===== src/rtl/ram_if_pkg.sv =====
// Shared defaults and FSM state encoding for the RAM BIST initiator.
package ram_if_pkg;

    localparam int unsigned DEF_ADDR_W = 8;
    localparam int unsigned DEF_DATA_W = 8;
    localparam logic [7:0]  DEF_SEED   = 8'hA5;

    typedef enum logic [2:0] {
        IDLE = 3'd0,
        WR0  = 3'd1,
        RD0  = 3'd2,
        WR1  = 3'd3,
        RD1  = 3'd4,
        DONE = 3'd5
    } bist_state_e;

endpackage


===== src/rtl/ram_bist_ctrl_if.sv =====
// Single-port RAM bus: the BIST controller is master, the RAM is slave.
interface ram_bist_ctrl_if #(
    parameter int unsigned ADDR_W = ram_if_pkg::DEF_ADDR_W,
    parameter int unsigned DATA_W = ram_if_pkg::DEF_DATA_W
);
    logic [ADDR_W-1:0] address;
    logic [DATA_W-1:0] data_in;
    logic              wr;
    logic [DATA_W-1:0] data_out;

    modport master (output address, output data_in, output wr, input data_out);
    modport slave  (input address, input data_in, input wr, output data_out);
endinterface


===== src/rtl/bist_rd_pipe.sv =====
// RD_LAT-deep delay line aligning {valid, expected, addr} with RAM read data.
module bist_rd_pipe #(
    parameter int unsigned RD_LAT = 1,
    parameter int unsigned ADDR_W = 8,
    parameter int unsigned DATA_W = 8
) (
    input  logic              clk,
    input  logic              rst,
    input  logic              valid_i,
    input  logic [DATA_W-1:0] exp_i,
    input  logic [ADDR_W-1:0] addr_i,
    output logic              valid_o,
    output logic [DATA_W-1:0] exp_o,
    output logic [ADDR_W-1:0] addr_o
);

    localparam int unsigned W = 1 + DATA_W + ADDR_W;

    logic [W-1:0] in_c;
    logic [W-1:0] out_c;

    assign in_c = {valid_i, exp_i, addr_i};

    if (RD_LAT == 0) begin : g_pass
        assign out_c = in_c;
    end else begin : g_dly
        logic [W-1:0] stage_q [RD_LAT];

        // Shift the read context one stage per clock; reset flushes all stages.
        always_ff @(posedge clk) begin
            if (rst) begin
                for (int i = 0; i < int'(RD_LAT); i++) stage_q[i] <= '0;
            end else begin
                stage_q[0] <= in_c;
                for (int i = 1; i < int'(RD_LAT); i++) stage_q[i] <= stage_q[i-1];
            end
        end

        assign out_c = stage_q[RD_LAT-1];
    end

    assign {valid_o, exp_o, addr_o} = out_c;

endmodule


===== src/rtl/ram_bist_ctrl.sv =====
// Two-pass write/read-compare self-test initiator for a single-port RAM.
module ram_bist_ctrl
    import ram_if_pkg::*;
#(
    parameter int unsigned       ADDR_W = DEF_ADDR_W,
    parameter int unsigned       DATA_W = DEF_DATA_W,
    parameter int unsigned       DEPTH  = 256,
    parameter int unsigned       RD_LAT = 1,
    parameter logic [DATA_W-1:0] SEED   = DATA_W'(DEF_SEED)
) (
    input  logic              clk,
    input  logic              rst,
    input  logic              start,
    ram_bist_ctrl_if.master   ram,
    output logic              busy,
    output logic              done,
    output logic              pass,
    output logic [ADDR_W-1:0] fail_addr,
    output logic [7:0]        err_count
);

    localparam logic [ADDR_W-1:0] LAST_ADDR = ADDR_W'(DEPTH - 1);
    localparam logic [1:0]        LAT_CNT   = 2'(RD_LAT);

    bist_state_e       state_q;
    logic [ADDR_W-1:0] addr_q;
    logic [DATA_W-1:0] wdata_q;
    logic              wr_q;
    logic              busy_q;
    logic              done_q;
    logic              pass_q;
    logic [ADDR_W-1:0] fail_addr_q;
    logic [7:0]        err_q;
    logic              rd_issue_q;
    logic [1:0]        drain_q;

    logic              rd_state_c;
    logic              rd_valid_c;
    logic [DATA_W-1:0] rd_exp_c;
    logic              pv_c;
    logic [DATA_W-1:0] pexp_c;
    logic [ADDR_W-1:0] paddr_c;
    logic              mism_c;
    logic [7:0]        err_nxt_c;
    logic              pass_end_c;

    // Test pattern: address XOR seed, inverted on the second pass.
    function automatic logic [DATA_W-1:0] pat_f(input logic [ADDR_W-1:0] a, input logic inv);
        logic [DATA_W-1:0] p;
        p = DATA_W'(a) ^ SEED;
        return inv ? ~p : p;
    endfunction

    // Read issue context, compare result and end-of-read-pass detection.
    always_comb begin
        rd_state_c = (state_q == RD0) || (state_q == RD1);
        rd_valid_c = rd_state_c && rd_issue_q;
        rd_exp_c   = pat_f(addr_q, state_q == RD1);
        mism_c     = pv_c && (pexp_c != ram.data_out);
        err_nxt_c  = err_q;
        if (mism_c && (err_q != 8'hFF)) err_nxt_c = err_q + 8'd1;
        pass_end_c = rd_state_c &&
                     ((rd_issue_q && (addr_q == LAST_ADDR) && (RD_LAT == 0)) ||
                      (!rd_issue_q && (drain_q == LAT_CNT)));
    end

    bist_rd_pipe #(
        .RD_LAT (RD_LAT),
        .ADDR_W (ADDR_W),
        .DATA_W (DATA_W)
    ) u_rd_pipe (
        .clk     (clk),
        .rst     (rst),
        .valid_i (rd_valid_c),
        .exp_i   (rd_exp_c),
        .addr_i  (addr_q),
        .valid_o (pv_c),
        .exp_o   (pexp_c),
        .addr_o  (paddr_c)
    );

    // Sequencer FSM with registered RAM bus and status outputs.
    always_ff @(posedge clk) begin
        if (rst) begin
            state_q     <= IDLE;
            addr_q      <= '0;
            wdata_q     <= '0;
            wr_q        <= 1'b0;
            busy_q      <= 1'b0;
            done_q      <= 1'b0;
            pass_q      <= 1'b0;
            fail_addr_q <= '0;
            err_q       <= '0;
            rd_issue_q  <= 1'b0;
            drain_q     <= '0;
        end else begin
            done_q <= 1'b0;
            if (mism_c) begin
                err_q <= err_nxt_c;
                if (err_q == 8'd0) fail_addr_q <= paddr_c;
            end
            case (state_q)
                IDLE: begin
                    if (start) begin
                        state_q     <= WR0;
                        err_q       <= '0;
                        fail_addr_q <= '0;
                        pass_q      <= 1'b0;
                        addr_q      <= '0;
                        wdata_q     <= pat_f('0, 1'b0);
                        wr_q        <= 1'b1;
                        busy_q      <= 1'b1;
                        rd_issue_q  <= 1'b0;
                        drain_q     <= '0;
                    end
                end
                WR0, WR1: begin
                    if (addr_q == LAST_ADDR) begin
                        state_q    <= (state_q == WR0) ? RD0 : RD1;
                        addr_q     <= '0;
                        wdata_q    <= '0;
                        wr_q       <= 1'b0;
                        rd_issue_q <= 1'b1;
                        drain_q    <= '0;
                    end else begin
                        addr_q  <= addr_q + ADDR_W'(1);
                        wdata_q <= pat_f(addr_q + ADDR_W'(1), state_q == WR1);
                    end
                end
                RD0, RD1: begin
                    if (pass_end_c) begin
                        rd_issue_q <= 1'b0;
                        drain_q    <= '0;
                        if (state_q == RD0) begin
                            state_q <= WR1;
                            addr_q  <= '0;
                            wdata_q <= pat_f('0, 1'b1);
                            wr_q    <= 1'b1;
                        end else begin
                            state_q <= DONE;
                            busy_q  <= 1'b0;
                            done_q  <= 1'b1;
                            pass_q  <= (err_nxt_c == 8'd0);
                        end
                    end else if (rd_issue_q) begin
                        if (addr_q == LAST_ADDR) begin
                            rd_issue_q <= 1'b0;
                            drain_q    <= 2'd1;
                        end else begin
                            addr_q <= addr_q + ADDR_W'(1);
                        end
                    end else begin
                        drain_q <= drain_q + 2'd1;
                    end
                end
                DONE: state_q <= IDLE;
                default: state_q <= IDLE;
            endcase
        end
    end

    assign ram.address = addr_q;
    assign ram.data_in = wdata_q;
    assign ram.wr      = wr_q;
    assign busy        = busy_q;
    assign done        = done_q;
    assign pass        = pass_q;
    assign fail_addr   = fail_addr_q;
    assign err_count   = err_q;

endmodule


===== src/flat_wrapper.sv =====
// flat-port wrapper written by rule: the top's interface ports become plain ports
module ram_bist_ctrl_flat import ram_if_pkg::*;
#(
    parameter int unsigned       ADDR_W = DEF_ADDR_W,
    parameter int unsigned       DATA_W = DEF_DATA_W,
    parameter int unsigned       DEPTH  = 256,
    parameter int unsigned       RD_LAT = 1,
    parameter logic [DATA_W-1:0] SEED   = DATA_W'(DEF_SEED)
)
  (clk, rst, start, busy, done, pass, fail_addr, err_count, ram_address, ram_data_in, ram_wr, ram_data_out);
  ram_bist_ctrl_if #(.ADDR_W(ADDR_W), .DATA_W(DATA_W)) ram_i ();
  input  logic clk;
  input  logic rst;
  input  logic start;
  output logic busy;
  output logic done;
  output logic pass;
  output logic [ADDR_W-1:0] fail_addr;
  output logic [7:0] err_count;
  output wire logic [$bits(ram_i.address)-1:0] ram_address;
  output wire logic [$bits(ram_i.data_in)-1:0] ram_data_in;
  output wire logic [$bits(ram_i.wr)-1:0] ram_wr;
  input wire logic [$bits(ram_i.data_out)-1:0] ram_data_out;
  assign ram_address = ram_i.address;
  assign ram_data_in = ram_i.data_in;
  assign ram_wr = ram_i.wr;
  assign ram_i.data_out = ram_data_out;
  ram_bist_ctrl #(.ADDR_W(ADDR_W), .DATA_W(DATA_W), .DEPTH(DEPTH), .RD_LAT(RD_LAT), .SEED(SEED)) u_core (.clk(clk), .rst(rst), .start(start), .ram(ram_i), .busy(busy), .done(done), .pass(pass), .fail_addr(fail_addr), .err_count(err_count));
endmodule

===== config.mk =====
export PLATFORM = sky130hd
export DESIGN_NAME = ram_bist_ctrl_flat
export DESIGN_NICKNAME = d
export VERILOG_FILES = /design/src/rtl/ram_if_pkg.sv /design/src/rtl/ram_bist_ctrl_if.sv /design/src/rtl/bist_rd_pipe.sv /design/src/rtl/ram_bist_ctrl.sv /design/src/flat_wrapper.sv
export SDC_FILE = /design/constraint.sdc
export NUM_CORES = 1
export LEC_CHECK = 0
export CORE_AREA = 5 5 105 82
export DETAILED_ROUTE_END_ITERATION = 8
export DIE_AREA = 0 0 110 87
export GPL_TIMING_DRIVEN = 0
export PLACE_DENSITY_LB_ADDON = 0.08
export SETUP_SLACK_MARGIN = 0.3
export SYNTH_ARGS = -nofsm -noshare
export SYNTH_HDL_FRONTEND = slang
export SYNTH_SLANG_ARGS = --single-unit

===== constraint.sdc =====
create_clock -name clk -period 3.3 [get_ports clk]
set_input_delay 0.66 -clock clk [delete_from_list [all_inputs] [get_ports clk]]
set_output_delay 0.66 -clock clk [all_outputs]
set_load 0.03 [all_outputs]

==> impl_metrics.env <==
export IMPL_cp_endpoint="u_core.ram.address[5]$_SDFFE_PP0P_"
export IMPL_reg2reg_to="u_core.ram.address[5]$_SDFFE_PP0P_"
export IMPL_drive_above_1_share=0.06083
export IMPL_crit_path_start="start"
export IMPL_clock_latency_ns=0.34
export IMPL_pwr_density_cell_nw_per_um2=435.9
export IMPL_critPathLaunchType="input pin"
export IMPL_numCtsBuffers=9
export IMPL_crit_required_ns=3.54
export IMPL_fin_skew_ns=0.008013
export IMPL_timing_rr_start="u_core.ram.address[1]$_SDFFE_PP0P_"
export IMPL_hold_buffers=0
export IMPL_htreeDepth=3
export IMPL_total_power_uw=1615
export IMPL_status="complete, no violations"
export IMPL_clock_path_buffers=2
export IMPL_antenna_found_initial=0
export IMPL_start_util=0.3799
export IMPL_vias=2564
export IMPL_rows=28
export IMPL_synthArstFlopShare=0
export IMPL_track_usage=0.1685
export IMPL_setup_viol=0
export IMPL_dieArea_sq_um=9570
export IMPL_finalCriticalPeriod_ns=2.642
export IMPL_r2r_cells=8
export IMPL_drt_iter0_markers=92
export IMPL_power_leakage_uw=0.001263
export IMPL_fp_dieW_um=110
export IMPL_core_sq_um=7602
export IMPL_crit_slowest_cell="clkdlybuf4s50_1"
export IMPL_reg2reg_slack_ns=0.80
export IMPL_die_y_um=87
export IMPL_ys_warn_count=0
export IMPL_cts_setup_buffers=0
export IMPL_cp_cell_sequence="clkdlybuf4s50_1 > or4_1 > and3_1 > or2_1 > a21oi_1 > o21ai_1 > o31ai_1"
export IMPL_cts_root_buf="clkbuf_8"
export IMPL_port_buffers=46
export IMPL_path_class="in2reg"
export IMPL_synth_area_per_cell_sq_um=8.274
export IMPL_tightest_slew_ns=0.7872
export IMPL_cts_tree="yes"
export IMPL_synth_flop_cell="dfxtp_1"
export IMPL_path_clk_slew_ns=0.07
export IMPL_slowest_delay_ns=0.53
export IMPL_worst_slack_ns=0.6580
export IMPL_clock_sinks=59
export IMPL_final_nets=421
export IMPL_grt_pass1_wl_um=12330
export IMPL_drt_pass1_iterations=4
export IMPL_rsz0062_at_grt="no"
export IMPL_route_detailed_drc=0
export IMPL_cp_max_fo=8
export IMPL_synth_edff_count=0
export IMPL_vias_per_cell=4.969
export IMPL_fmax_ghz=0.3785
export IMPL_post_cts_resized=0
export IMPL_dp_hpwl_um=5408
export IMPL_wl_per_cell_um=14.52
export IMPL_pin_count=47
export IMPL_synth_nets=364
export IMPL_grt_max_degree=12
export IMPL_synthCells=349
export IMPL_grt_pass1_vias=2465
export IMPL_hold_viol_final=0
export IMPL_synth_seq_cells=59
export IMPL_grt_ovfl_total=0
export IMPL_placed_cells=500
export IMPL_antenna_left=0
export IMPL_slew_headroom=0.4752
export IMPL_pre_cts_ws_ns=0.3257
export IMPL_antennaDiodeCount=0
export IMPL_finalSetupTns_ns=0
export IMPL_synth_area_sq_um=2888
export IMPL_min_period_over_period=0.8006
export IMPL_hold_class="reg2reg"
export IMPL_slew_violations=0
export IMPL_fin_cells=516
export IMPL_end_kind="register"
export IMPL_arrival_ns=2.88
export IMPL_max_cap_violations=0
export IMPL_synthDistinctLibCells=48
export IMPL_yosysSeqAreaShare=0.4090
export IMPL_vdd_drop_max_mv=0.2258
export IMPL_gp_congestion=0.8914
export IMPL_drt_wl_total_um=7494
export IMPL_area_growth_pct=28.34
[cell usage after synthesis, types with 7 or more instances]
library cell | instances | area, sq um
a21oi_1 | 17 | 85.08
o21ai_0 | 16 | 80.08
dfxtp_1 | 59 | 1181
clkbuf_1 | 21 | 78.83
inv_1 | 10 | 37.54
nor3_1 | 13 | 65.06
xor2_1 | 7 | 61.31
mux2i_1 | 10 | 100.1
xnor2_1 | 23 | 201.4
nand2_1 | 23 | 86.33
nor2_1 | 54 | 202.7
nand3_1 | 7 | 35.03
nor2b_1 | 11 | 68.82
[through the flow]
step / hold WS (ns) / area (sq um) / utilization
final: 0.4685 / 3706 / 0.4875
after global routing: 0.4955 / 3706 / 0.4875
after CTS: 0.4757 / 3706 / 0.4875
after detailed placement: 0.4559 / 3480 / 0.4577
after global placement: 0.4468 / 3480 / 0.4577
after floorplan: 0.4403 / 2888 / -
[final cells by class]
| cell class | instances | area [sq um] |
|---|---|---|
| multi-input cells | 257 | 1582 |
| plain buffers | 23 | 87.58 |
| flip-flops and latches | 59 | 1181 |
| repair buffers | 46 | 460.4 |
| clock buffers | 10 | 137.6 |
| fillers | 786 | 3896 |
| inverters | 10 | 37.54 |
| clock inverters | 6 | 88.84 |
| well taps | 105 | 131.4 |
[registers in the layout, indices dropped and copies added (netlist names)]
signal and flops:
u_core.busy 1, u_core.done 1, u_core.drain_q 2, u_core.err_count 8
u_core.fail_addr 8, u_core.pass 1, u_core.ram.address 8, u_core.ram.data_in 8
u_core.ram.wr 1, u_core.rd_issue_q 1, u_core.state_q 3, u_core.u_rd_pipe.g_dly.stage_q 17
[placed cells by master (no fill, tap or decap), types with 11 or more instances in the layout]
cell type | synthesis | routed
dfxtp_1 | 59 | 59
clkbuf_1 | 21 | 21
nand2_1 | 23 | 23
nor2_1 | 54 | 54
o21ai_0 | 16 | 16
clkdlybuf4s50_1 | 0 | 46
nor2b_1 | 11 | 11
nor3_1 | 13 | 13
xnor2_1 | 23 | 23
a21oi_1 | 17 | 17
[how the worst min path moves through the flow]
| stage | end | startpoint | depth (start not counted) | slack (ns) |
|---|---|---|---|---|
| 2_1_floorplan | u_core.fail_addr[0]$_SDFF_PP0_ | u_core.u_rd_pipe.g_dly.stage_q[0][0]$_SDFF_PP0_ | 2 | 0.44 |
| 3_5_place_dp | u_core.fail_addr[2]$_SDFF_PP0_ | u_core.u_rd_pipe.g_dly.stage_q[0][2]$_SDFF_PP0_ | 2 | 0.46 |
| 3_3_place_gp | u_core.fail_addr[2]$_SDFF_PP0_ | u_core.u_rd_pipe.g_dly.stage_q[0][2]$_SDFF_PP0_ | 2 | 0.45 |
| 4_1_cts | u_core.fail_addr[2]$_SDFF_PP0_ | u_core.u_rd_pipe.g_dly.stage_q[0][2]$_SDFF_PP0_ | 2 | 0.48 |
| 6_report | u_core.fail_addr[3]$_SDFF_PP0_ | u_core.u_rd_pipe.g_dly.stage_q[0][3]$_SDFF_PP0_ | 2 | 0.47 |
| 5_1_grt | u_core.fail_addr[0]$_SDFF_PP0_ | u_core.u_rd_pipe.g_dly.stage_q[0][0]$_SDFF_PP0_ | 2 | 0.50 |
[metal layers]
layer	vias to the layer above	track usage	part of all wire	routed length, um
li1	1328	-	-	-
met1	1171	0.2390	0.52	3910
met2	57	0.2395	0.42	3114
met3	8	0.04893	0.046	346
met4	0	0.06342	0.016	121
met5	-	0	0	0
[critical path, delay by kind of cell]
kind	cells	cell delay [ns]
compound gates	3	0.76
buf+inv	1	0.53
simple gates	3	0.92
[power by group]
part / total [uW] / switching, uW / internal [uW]
clock: 744 / 299 / 445
sequential: 735 / 8.82 / 727
combinational: 136 / 82.3 / 53.6
[cells by family (layout without fill, tap and decap cells)]
logic type,Yosys count,in the layout,synth area share
muxes,11,11,0.03856
adders and majority gates,4,4,0.01733
buffers and inverters,33,95,0.04333
xor gates and xnor gates,30,30,0.09099
DFF,59,59,0.4090
and+or+nand+nor,140,140,0.2379
AOI/OAI and AO/OA,72,72,0.1629
(Power assumes the default switching activity.)
